===== config.mk =====
export PLATFORM = sky130hd
export DESIGN_NAME = btn_event
export DESIGN_NICKNAME = d
export VERILOG_FILES = /design/src/rtl/btn_event_pkg.sv /design/src/rtl/btn_event_tick_prescaler.sv /design/src/rtl/btn_event.sv
export SDC_FILE = /design/constraint.sdc
export NUM_CORES = 1
export LEC_CHECK = 0
export ABC_AREA = 1
export BUFFER_PORTS_ARGS = -buffer_cell sky130_fd_sc_hd__buf_2
export CORE_ASPECT_RATIO = 0.8
export CORE_UTILIZATION = 50
export DETAILED_ROUTE_END_ITERATION = 8
export PLACE_DENSITY = 0.78
export SKIP_CTS_REPAIR_TIMING = 1
export SLEW_MARGIN = 30
export SYNTH_ARGS = -nofsm -noshare
export SYNTH_HDL_FRONTEND = slang
export SYNTH_SLANG_ARGS = --single-unit
export TNS_END_PERCENT = 10

===== constraint.sdc =====
create_clock -name clk -period 2.86 [get_ports clk]
set_input_delay 0.572 -clock clk [delete_from_list [all_inputs] [get_ports clk]]
set_output_delay 0.572 -clock clk [all_outputs]
set_load 0.005 [all_outputs]

===== src/rtl/btn_event_pkg.sv =====
// Shared definitions for the button event block: FSM state encoding and a
// counter-width helper used by the tick prescaler.
package btn_event_pkg;

    typedef enum logic [1:0] {
        S_IDLE    = 2'd0,
        S_PRESSED = 2'd1,
        S_LONG    = 2'd2
    } btn_state_e;

    // Bits needed to count 0..n-1, never less than one.
    function automatic int unsigned cnt_width(input int unsigned n);
        return (n > 1) ? $clog2(n) : 1;
    endfunction

endpackage


===== src/rtl/btn_event_tick_prescaler.sv =====
// Free-running divider producing a one-cycle tick every TICK_DIV clocks;
// clr restarts the count so the next tick lands TICK_DIV cycles later.
module tick_prescaler
    import btn_event_pkg::*;
#(
    parameter int unsigned TICK_DIV = 1000
) (
    input  logic clk,
    input  logic rst,
    input  logic clr,
    output logic tick
);

    localparam int unsigned PW = cnt_width(TICK_DIV);
    localparam logic [PW-1:0] LAST = PW'(TICK_DIV - 1);

    logic [PW-1:0] pre_q;
    logic [PW-1:0] pre_d;

    always_comb begin
        pre_d = pre_q + PW'(1);
        if (clr || (pre_q == LAST)) begin
            pre_d = '0;
        end
    end

    always_ff @(posedge clk) begin
        if (rst) begin
            pre_q <= '0;
        end else begin
            pre_q <= pre_d;
        end
    end

    assign tick = (pre_q == LAST);

endmodule


===== src/rtl/btn_event.sv =====
// Turns the debounced button level into registered one-cycle events
// (press, release, short click, long press, auto-repeat) plus hold time.
//
// state     | meaning
// S_IDLE    | released, or still held from before reset and not yet re-armed
// S_PRESSED | press reported, hold shorter than LONG_T ticks
// S_LONG    | long_press reported, issuing repeat pulses every REP_T ticks
//
// The release event is on port release_p because release is a reserved word.
module btn_event
    import btn_event_pkg::*;
#(
    parameter int unsigned TICK_DIV   = 1000,
    parameter int unsigned TW         = 16,
    parameter int unsigned LONG_T     = 800,
    parameter int unsigned REP_T      = 200,
    parameter bit          ACTIVE_LOW = 1'b0
) (
    input  logic          clk,
    input  logic          rst,
    input  logic          btn_db,
    output logic          press,
    output logic          release_p,
    output logic          short_click,
    output logic          long_press,
    output logic          repeat_p,
    output logic          held,
    output logic [TW-1:0] hold_cnt
);

    localparam logic [TW-1:0] LONG_C = TW'(LONG_T);
    localparam logic [TW-1:0] REP_C  = TW'(REP_T);

    btn_state_e    state_q, state_d;
    logic          l, l_q, l_d;
    logic          rise, fall, tick;
    logic [TW-1:0] hold_cnt_q, hold_cnt_d, hold_inc;
    logic [TW-1:0] rep_cnt_q, rep_cnt_d, rep_inc;
    logic          press_q, press_d, release_q, release_d;
    logic          short_q, short_d, long_q, long_d;
    logic          repeat_q, repeat_d, held_q, held_d;

    assign l    = btn_db ^ ACTIVE_LOW;
    assign rise = l & ~l_q;
    assign fall = ~l & l_q;

    tick_prescaler #(
        .TICK_DIV (TICK_DIV)
    ) u_prescaler (
        .clk  (clk),
        .rst  (rst),
        .clr  (rise),
        .tick (tick)
    );

    assign hold_inc = (hold_cnt_q == '1) ? hold_cnt_q : hold_cnt_q + TW'(1);
    assign rep_inc  = rep_cnt_q + TW'(1);

    always_comb begin
        state_d    = state_q;
        l_d        = l;
        hold_cnt_d = hold_cnt_q;
        rep_cnt_d  = rep_cnt_q;
        press_d    = 1'b0;
        release_d  = 1'b0;
        short_d    = 1'b0;
        long_d     = 1'b0;
        repeat_d   = 1'b0;

        if (rise) begin
            hold_cnt_d = '0;
        end else if (tick && (state_q != S_IDLE)) begin
            hold_cnt_d = hold_inc;
        end

        // A fall always takes priority over a coincident long/repeat tick.
        unique case (state_q)
            S_IDLE: begin
                if (rise) begin
                    press_d = 1'b1;
                    state_d = S_PRESSED;
                end
            end
            S_PRESSED: begin
                if (fall) begin
                    release_d = 1'b1;
                    short_d   = 1'b1;
                    state_d   = S_IDLE;
                end else if (tick && (hold_inc == LONG_C)) begin
                    long_d    = 1'b1;
                    rep_cnt_d = '0;
                    state_d   = S_LONG;
                end
            end
            S_LONG: begin
                if (fall) begin
                    release_d = 1'b1;
                    state_d   = S_IDLE;
                end else if (tick) begin
                    rep_cnt_d = rep_inc;
                    if ((REP_T != 0) && (rep_inc == REP_C)) begin
                        repeat_d  = 1'b1;
                        rep_cnt_d = '0;
                    end
                end
            end
            default: state_d = S_IDLE;
        endcase

        held_d = (state_d != S_IDLE);
    end

    // l_q resets to the pressed level so a button held through reset is ignored.
    always_ff @(posedge clk) begin
        if (rst) begin
            state_q    <= S_IDLE;
            l_q        <= 1'b1;
            hold_cnt_q <= '0;
            rep_cnt_q  <= '0;
            press_q    <= 1'b0;
            release_q  <= 1'b0;
            short_q    <= 1'b0;
            long_q     <= 1'b0;
            repeat_q   <= 1'b0;
            held_q     <= 1'b0;
        end else begin
            state_q    <= state_d;
            l_q        <= l_d;
            hold_cnt_q <= hold_cnt_d;
            rep_cnt_q  <= rep_cnt_d;
            press_q    <= press_d;
            release_q  <= release_d;
            short_q    <= short_d;
            long_q     <= long_d;
            repeat_q   <= repeat_d;
            held_q     <= held_d;
        end
    end

    assign press       = press_q;
    assign release_p   = release_q;
    assign short_click = short_q;
    assign long_press  = long_q;
    assign repeat_p    = repeat_q;
    assign held        = held_q;
    assign hold_cnt    = hold_cnt_q;

endmodule

==> impl_metrics.yaml, run 1 <==
min_path:
  hp-class: "reg2reg"
synthesis:
  synth.avg_cell_area_um2: 6.33
  yosys.area.top_type: "dfxtp_1"
  synth_nets: 493
  synth_cells: 483
  synth_warnings: 0
  ys_top_cells_by_area: "dfxtp_1 (33%), nand2_1 (14%), nor2_1 (13%)"
  netlist_area_um2: 3060
  synth_cell_types: 31
  synth_top_area_share_pct: 33.4
  ys_seq_area_share_pct: 33.4
  ys_ff_latch: 51
route:
  antenna_left: 0
  first_iter_violations: 338
  wl_per_cell_um: 11.9
  vias_per_cell: 5.18
  dr.pass1.iters: 5
  dr_total_vias: 3060
  routed_wl_mm: 7.05
  remaining_drc_errors: 0
power:
  comb_power_share_pct: 7.5
  p_seq_share_pct: 60.6
  leakagePower_nw: 1.46
  power.switching_w: 0.000300
  ir_drop_mv: 0.348
  clockPowerShare_pct: 31.9
  p_int_w: 0.000932
  powerDensity_nw_per_um2: 370
  p_sw_share_pct: 24.4
clocking:
  cts_htree_levels: 2
  cts_buffers: 5
  path_clk_slew_ns: 0.09
  cts_sinks: 51
  clockBufferDepth: 2
  cts_tree: "yes"
  clock_tree.root_cell: "clkbuf_8"
  clk_latency_ns: 0.30
placement:
  place_area_um2: 3250
  port_buffers: 24
  gp_congestion: 0.916
  hpwl_mm: 5.42
global_routing:
  antenna_found_initial: 0
  grt.total_usage_pct: 24.7
  grt_max_degree: 19
  grt_first_pass_wirelength_mm: 12.5
  grt.overflow.total: 0
  grt_pass1_vias: 2713
timing:
  slew_viol_final: 0
  finalHoldViolations: 0
  timing.final.crit_share_pct: 86.2
  rsz0062_at_grt: "false"
  fin_skew_ns: 0.00447
  slew_headroom_pct: 68.6
  layout_min_cycle_time_ns: 2.47
  finalSetupViolCount: 0
  fmax_ghz: 0.405
  setup_tns_ns: 0
  tightest_slew_ns: 0.469
floorplanning:
  io_pins: 25
  dieWidth_um: 89.4
  dieHeight_um: 71.9
  dieArea_um2: 6430
  rows: 25
  start_util_pct: 51.7
  core_um2: 5910
critical_path:
  crit_fanout: 18
  startpoint_type: "flip-flop"
  arrival_ns: 2.66
  critPathRequiredTime_ns: 3.06
  critPathKind: "reg2reg"
  end_kind: "flip-flop"
layout:
  fin_area_um2: 3330
  drive_gt1_share_pct: 8.82
  fill_cells: 592
  diodes: 0
  multi_input_area_um2: 1740
  area_growth_pct: 8.93
  nets: 519
  ff_latch_area_um2: 1020
job:
  drv_cap: 0
run_status:
  status: "finished, final reports clean"
-- placed cells by master, fill, tap and decap left out, drive strengths merged --
cell    netlist  routed
clkbuf        5       7
a31o          1       1
nand4        12      12
o21ai        24      24
o21bai        3       3
nor3         10      10
nand2       119     119
ha            7       7
buf           3      27
a21oi        15      15
a21boi        1       1
o21a          3       3
xor2         10      10
a31oi         3       3
inv          59      59
o211ai        1       1
a211oi        6       6
nor4          2       2
xnor2         3       3
nand3        27      27
nor3b         2       2
dfxtp        51      51
nor2        112     112
clkinv        4       5
-- state kept, by name, summed over array words and instances, names as in the netlist --
| name | cells |
|---|---|
| release_p | 1 |
| held | 1 |
| long_press | 1 |
| u_prescaler.pre_q | 10 |
| press | 1 |
| repeat_p | 1 |
| hold_cnt | 16 |
| l_q | 1 |
| rep_cnt_q | 16 |
| state_q | 2 |
| short_click | 1 |
-- power groups by stage --
stage / registers (W) / logic (W) / clock network [W]
6_report: 0.000747 / 0.0000920 / 0.000393
5_1_grt: 0.000750 / 0.000107 / 0.000439
4_1_cts: 0.000747 / 0.0000911 / 0.000410
3_5_place_dp: 0.000763 / 0.0000903 / 0
3_3_place_gp: 0.000763 / 0.0000888 / 0
2_1_floorplan: 0.000758 / 0.0000723 / 0
-- kinds of logic (layout without fill, tap and decap cells) --
family / count (synthesis) / count (layout) / share of synthesized area (%)
and+or+nand+nor: 284 / 284 / 39.6
buffers and inverters: 71 / 98 / 9.62
AOI/OAI and AO/OA: 57 / 57 / 10.7
DFF: 51 / 51 / 33.4
xor gates and xnor gates: 13 / 13 / 3.73
adders and majority gates: 7 / 7 / 2.87
-- final cells by class --
class | count | share of cell area [%]
Inverter | 63 | 7.26
Clock inverter | 1 | 0.150
Multi-Input combinational cell | 361 | 52.3
Timing Repair Buffer | 27 | 4.29
Tap cell | 81 | 3.05
Sequential cell | 51 | 30.7
Clock buffer | 7 | 2.29
-- worst max-delay path, stage by stage (launching register included) --
cell and delay [ns]:
dfxtp_1 0.45, ha_1 0.26, nand2_2 0.08, nor2_4 0.16, nand2_4 0.10, nor2_8 0.16, inv_2 0.13, nand2_1 0.11
nand2_1 0.05, nor2_1 0.08, nand2_1 0.05, nor2_1 0.12, nand2_1 0.08, nand2_2 0.09, nand2_4 0.12, clkinv_4 0.15
nand2_1 0.06, nand2_1 0.06, nor2_1 0.05
-- final timing paths --
path / start / to / slack [ns] / depth (start not counted)
hold / removal: l_q / release_p / 0.48 / 2
setup / recovery: hold_cnt[0] / rep_cnt_q[0] / 0.39 / 18
setup reg to reg: hold_cnt[0] / rep_cnt_q[0] / 0.39 / 18
hold reg to reg: l_q / release_p / 0.48 / 2
-- synth_stat cells (all sizes together) --
cell type  instances
a211oi             6
a31o               1
o21bai             3
xor2              10
o21a               3
o21ai             24
clkinv             4
xnor2              3
nand3             27
o211ai             1
nand2            119
a21oi             15
ha                 7
nor4               2
a21boi             1
inv               59
dfxtp             51
a31oi              3
nor2             112
buf                3
nor3b              2
clkbuf             5
nand4             12
nor3              10
-- routing by layer --
metal | vias up | GRT usage, % | part of all wire (%)
met4 | 0 | 5.64 | 0.71
met3 | 4 | 5.23 | 7.3
met2 | 97 | 33.8 | 40
li1 | 1590 | - | -
met1 | 1369 | 39.2 | 51
met5 | - | 0 | 0
-- stage by stage --
step	std cells	hold slack, ns	setup slack, ns	utilization (%)	total power [W]
after detailed placement	583	0.461	0.432	54.9	0.000854
final	591	0.477	0.394	56.3	0.00123
after CTS	591	0.480	0.397	56.3	0.00125
after floorplan	483	0.441	0.676	-	0.000831
after global routing	591	0.498	0.0627	56.3	0.00130
after global placement	583	0.457	0.518	54.9	0.000852
No activity file was read; power rests on OpenSTA's default activity.
==> run 2: changes to the inputs <==
--- a/config.mk
+++ b/config.mk
@@ -8,6 +8,7 @@
 export ABC_AREA = 1
 export BUFFER_PORTS_ARGS = -buffer_cell sky130_fd_sc_hd__buf_2
 export CORE_ASPECT_RATIO = 0.8
+export CORE_MARGIN = 1.5
 export CORE_UTILIZATION = 50
 export DETAILED_ROUTE_END_ITERATION = 8
 export PLACE_DENSITY = 0.78
==> impl_metrics.yaml, run 2 (synthesis results as in run 1) <==
placement:
  gp_congestion: 0.923
  place_inst: 583
  hpwl_mm: 5.52
  port_buffers: 24
critical_path:
  crit_path_end: "rep_cnt_q[0]"
  timing.rr.end: "rep_cnt_q[0]"
  r2r_start: "hold_cnt[0]"
  arrival_ns: 2.72
  critPathKind: "reg2reg"
  crit_fanout: 18
  r2r_slack_ns: 0.33
  end_kind: "flip-flop"
  critPathRequiredTime_ns: 3.06
  startpoint_type: "flip-flop"
  rr_worst_depth: 18
  worstSetupStartpoint: "hold_cnt[0]"
layout:
  layout_commonest_cell: "nand2_1"
  nets: 519
  diodes: 0
  fin_util_pct: 56.6
  final-instance-count-excl-fill: 591
  fill_cells: 565
  final_cell_mix: "nand2_1 (113), nor2_1 (109), inv_1 (58), dfxtp_1 (51), nand3_1 (27)"
  area_growth_pct: 9.54
  ff_latch_area_um2: 1020
  multi_input_area_um2: 1740
  drive_gt1_share_pct: 9.02
timing:
  fmax_ghz: 0.396
  fin_skew_ns: 0.00462
  layout_min_cycle_time_ns: 2.53
  slew_viol_final: 0
  setup_tns_ns: 0
  slew_headroom_pct: 66.9
  finalHoldViolations: 0
  holdWs_ns: 0.475
  finalSetupViolCount: 0
  timing.final.crit_share_pct: 88.3
  rsz0062_at_grt: "false"
  tightest_slew_ns: 0.493
floorplanning:
  dieWidth_um: 90.4
  core_um2: 5910
  dieHeight_um: 72.9
  io_pins: 25
  rows: 25
  dieArea_um2: 6590
  start_util_pct: 51.7
power:
  powerDensity_nw_per_um2: 386
  ir_drop_mv: 0.381
  total_power_w: 0.00129
  leakagePower_nw: 1.47
route:
  first_iter_violations: 319
  wl_per_cell_um: 12.4
  antenna_left: 0
  wl_met2_mm: 3.03
  vias_per_cell: 5.21
  remaining_drc_errors: 0
  wl_met3_um: 540
  highest_layer: "met4"
  dr.pass1.iters: 5
  dr_total_vias: 3081
  routed_wl_mm: 7.33
  met1_length_mm: 3.65
clocking:
  clk_latency_ns: 0.30
  cts_tree: "yes"
  cts_buffers: 5
  cts_sinks: 51
  path_clk_slew_ns: 0.09
  cts_htree_levels: 2
  clockBufferDepth: 2
  clock_tree.root_cell: "clkbuf_8"
global_routing:
  grt.total_usage_pct: 24.0
  antenna_found_initial: 0
  grt_max_degree: 19
  grt.overflow.total: 0
  grt_first_pass_wirelength_mm: 12.7
  grt_pass1_vias: 2852
job:
  drv_cap: 0
run_status:
  status: "finished, final reports clean"
min_path:
  hp-class: "reg2reg"
[run 2: changes by cell type in the layout (fill, tap and decap cells not counted)]
cell / change
clkbuf_1: -1
clkbuf_8: +2
clkinv_2: -1
[run 2: worst min path at each step]
stage	slack, ns	endpoint	start	cells past startpoint
2_1_floorplan	0.44	u_prescaler.pre_q[0]	u_prescaler.pre_q[0]	1
3_3_place_gp	0.46	u_prescaler.pre_q[0]	u_prescaler.pre_q[0]	1
3_5_place_dp	0.46	release_p	l_q	2
4_1_cts	0.48	release_p	l_q	2
5_1_grt	0.50	release_p	l_q	2
6_report	0.47	release_p	l_q	2
[run 2: area by class of cell]
class                      instances  share of cell area [%]
timing repair buffer              27                    4.26
inverter                          63                    7.21
tap                               81                    3.03
sequential                        51                    30.5
multi-input combinational        361                    52.0
clock buffer                       8                    2.99
[run 2: per-layer routing]
layer / vias up / global-route usage [%]
li1: 1586 / -
met1: 1357 / 33.5
met2: 127 / 37.5
met3: 11 / 4.90
met4: 0 / 7.41
met5: - / 0
[run 2: metrics by stage]
stage	setup slack [ns]	area, um2
2_1_floorplan	0.676	3060
3_3_place_gp	0.517	3250
3_5_place_dp	0.412	3250
4_1_cts	0.329	3350
5_1_grt	0.0214	3350
6_report	0.335	3350
[run 2: critical path: stages, from the launching register on]
cell	delay, ns
dfxtp_1	0.45
ha_1	0.26
nand2_2	0.08
nor2_4	0.17
nand2_4	0.10
nor2_8	0.16
inv_2	0.14
nand2_1	0.11
nand2_1	0.05
nor2_1	0.09
nand2_1	0.06
nor2_1	0.13
nand2_1	0.08
nand2_2	0.09
nand2_4	0.12
clkinv_4	0.15
nand2_1	0.06
nand2_1	0.07
nor2_1	0.06
[run 2: power by group]
part | internal, W | leakage [nW] | total, W | switching, W
Clock | 0.000221 | 0.0515 | 0.000452 | 0.000231
Combinational | 0.0000321 | 1.00 | 0.0000922 | 0.0000602
Sequential | 0.000728 | 0.413 | 0.000748 | 0.0000199
==> run 3: changes to the inputs <==
--- a/config.mk
+++ b/config.mk
@@ -8,10 +8,9 @@
 export ABC_AREA = 1
 export BUFFER_PORTS_ARGS = -buffer_cell sky130_fd_sc_hd__buf_2
 export CORE_ASPECT_RATIO = 0.8
-export CORE_MARGIN = 1.5
 export CORE_UTILIZATION = 50
 export DETAILED_ROUTE_END_ITERATION = 8
-export PLACE_DENSITY = 0.78
+export PLACE_DENSITY_LB_ADDON = 0.12
 export SKIP_CTS_REPAIR_TIMING = 1
 export SLEW_MARGIN = 30
 export SYNTH_ARGS = -nofsm -noshare
==> impl_metrics.yaml, run 3 (synthesis results as in run 1) <==
critical_path:
  crit_buf_inv: 2
  r2r_slack_ns: 0.38
  rr_worst_depth: 18
  path_delay_family: "simple AND/OR/NAND/NOR gates"
  cp_cell_sequence: "ha_1 > nand2_2 > nor2_4 > nand2_4 > nor2_8 > inv_2 > nand2_1 > nand2_1 > nor2_1 > nand2_1 > nor2_1 > nand2_1 > nand2_2 > nand2_4 > clkinv_4 > nand2_1 > nand2_1 > nor2_1"
  critPathRequiredTime_ns: 3.06
  path_common_cell: "nand2_1"
  arrival_ns: 2.69
  timing.rr.end: "rep_cnt_q[1]"
  end_kind: "flip-flop"
  cpPeakStageDelay_ns: 0.44
  critPathKind: "reg2reg"
  startpoint_type: "flip-flop"
  crit_cells: 18
  crit_fanout: 18
  r2r_start: "hold_cnt[0]"
  cp_slowest_cell: "dfxtp_1"
global_routing:
  grt.total_usage_pct: 23.8
  grt_first_pass_wirelength_mm: 11.8
  grt.overflow.total: 0
  antenna_found_initial: 0
  grt_pass1_vias: 2575
  grt_max_degree: 19
placement:
  gp_congestion: 0.952
  hpwl_mm: 5.46
  port_buffers: 24
  dpl_worst_slack_ns: 0.396
timing:
  tightest_slew_ns: 0.498
  setup_tns_ns: 0
  rsz0062_at_grt: "false"
  holdWs_ns: 0.475
  finalSetupViolCount: 0
  fmax_ghz: 0.403
  layout_min_cycle_time_ns: 2.48
  setup_ws_ns: 0.378
  slew_headroom_pct: 66.6
  fin_skew_ns: 0.00655
  slew_viol_final: 0
  finalHoldViolations: 0
  timing.final.crit_share_pct: 86.8
clocking:
  cts_htree_levels: 2
  cts_sinks: 51
  clockBufferDepth: 2
  clock_tree.root_cell: "clkbuf_8"
  cts_buffers: 5
  cts_tree: "yes"
  path_clk_slew_ns: 0.09
  clk_latency_ns: 0.30
floorplanning:
  io_pins: 25
  rows: 25
  core_um2: 5910
  start_util_pct: 51.7
  dieWidth_um: 89.4
  dieArea_um2: 6430
  dieHeight_um: 71.9
route:
  routed_wl_mm: 7.02
  remaining_drc_errors: 0
  antenna_left: 0
  wl_per_cell_um: 11.9
  first_iter_violations: 227
  dr_total_vias: 3002
  vias_per_cell: 5.08
  dr.pass1.iters: 6
power:
  powerDensity_nw_per_um2: 421
  leakagePower_nw: 1.48
  ir_drop_mv: 0.254
min_path:
  holdPathEnd: "press"
  whs_path_depth: 1
  hp-class: "reg2reg"
  hp-start: "l_q"
layout:
  ff_latch_area_um2: 1020
  fin_util_pct: 57.2
  final_cell_mix: "nand2_1 (113), nor2_1 (109), inv_1 (58), dfxtp_1 (51), nand3_1 (27)"
  drive_gt1_share_pct: 9.22
  area_growth_pct: 10.7
  fill_cells: 596
  multi_input_area_um2: 1740
  layout_commonest_cell: "nand2_1"
  nets: 519
  diodes: 0
run_status:
  status: "finished, final reports clean"
job:
  drv_cap: 0
==> run 3: changes by cell type in the layout (fill, tap and decap cells not counted) <==
cell	change
clkinvlp_4	+1
clkbuf_1	-1
bufinv_16	+2
clkbuf_8	-2
==> run 3: worst register-to-register path, delay by kind of cell, from the launching register on <==
kind / cells / cell delay, ns
flops: 1 / 0.44
buf+inv: 2 / 0.28
fa+ha+maj: 1 / 0.26
simple gates: 15 / 1.39
==> run 3: how the worst max path moves through the flow <==
| stage | to | start | slack (ns) |
|---|---|---|---|
| after detailed placement | rep_cnt_q[1] | hold_cnt[0] | 0.40 |
| after floorplan | rep_cnt_q[10] | hold_cnt[0] | 0.68 |
| final | rep_cnt_q[1] | hold_cnt[0] | 0.38 |
| after CTS | rep_cnt_q[6] | hold_cnt[0] | 0.37 |
| after global placement | hold_cnt[6] | u_prescaler.pre_q[0] | 0.48 |
| after global routing | rep_cnt_q[1] | hold_cnt[0] | 0.06 |
==> run 3: stage by stage <==
step / power (W) / instances / cell area (um2)
floorplan: 0.000831 / 483 / 3060
global placement: 0.000853 / 583 / 3250
detailed placement: 0.000854 / 583 / 3250
CTS: 0.00145 / 591 / 3380
global route: 0.00149 / 591 / 3380
finish: 0.00142 / 591 / 3380
==> run 3: power breakdown <==
part / leakage, nW / switching, W / internal (W)
Combinational: 1.00 / 0.0000598 / 0.0000322
Sequential: 0.413 / 0.0000196 / 0.000728
Clock: 0.0644 / 0.000237 / 0.000349
Total: 1.48 / 0.000316 / 0.00111
==> run 3: final cells by class <==
cell class / count / share of cell area (%)
Multi-Input combinational cell: 361 / 51.4
Inverter: 63 / 7.14
Sequential cell: 51 / 30.2
Clock buffer: 5 / 2.03
Timing Repair Buffer: 27 / 4.22
Clock inverter: 3 / 2.00
Tap cell: 81 / 3.00
==> run 3: layer usage <==
metal  wire length, um  track usage (%)
met1              3730             37.4
met3               499             5.35
met2              2750             32.6
met4                50             5.29
met5                 0                0
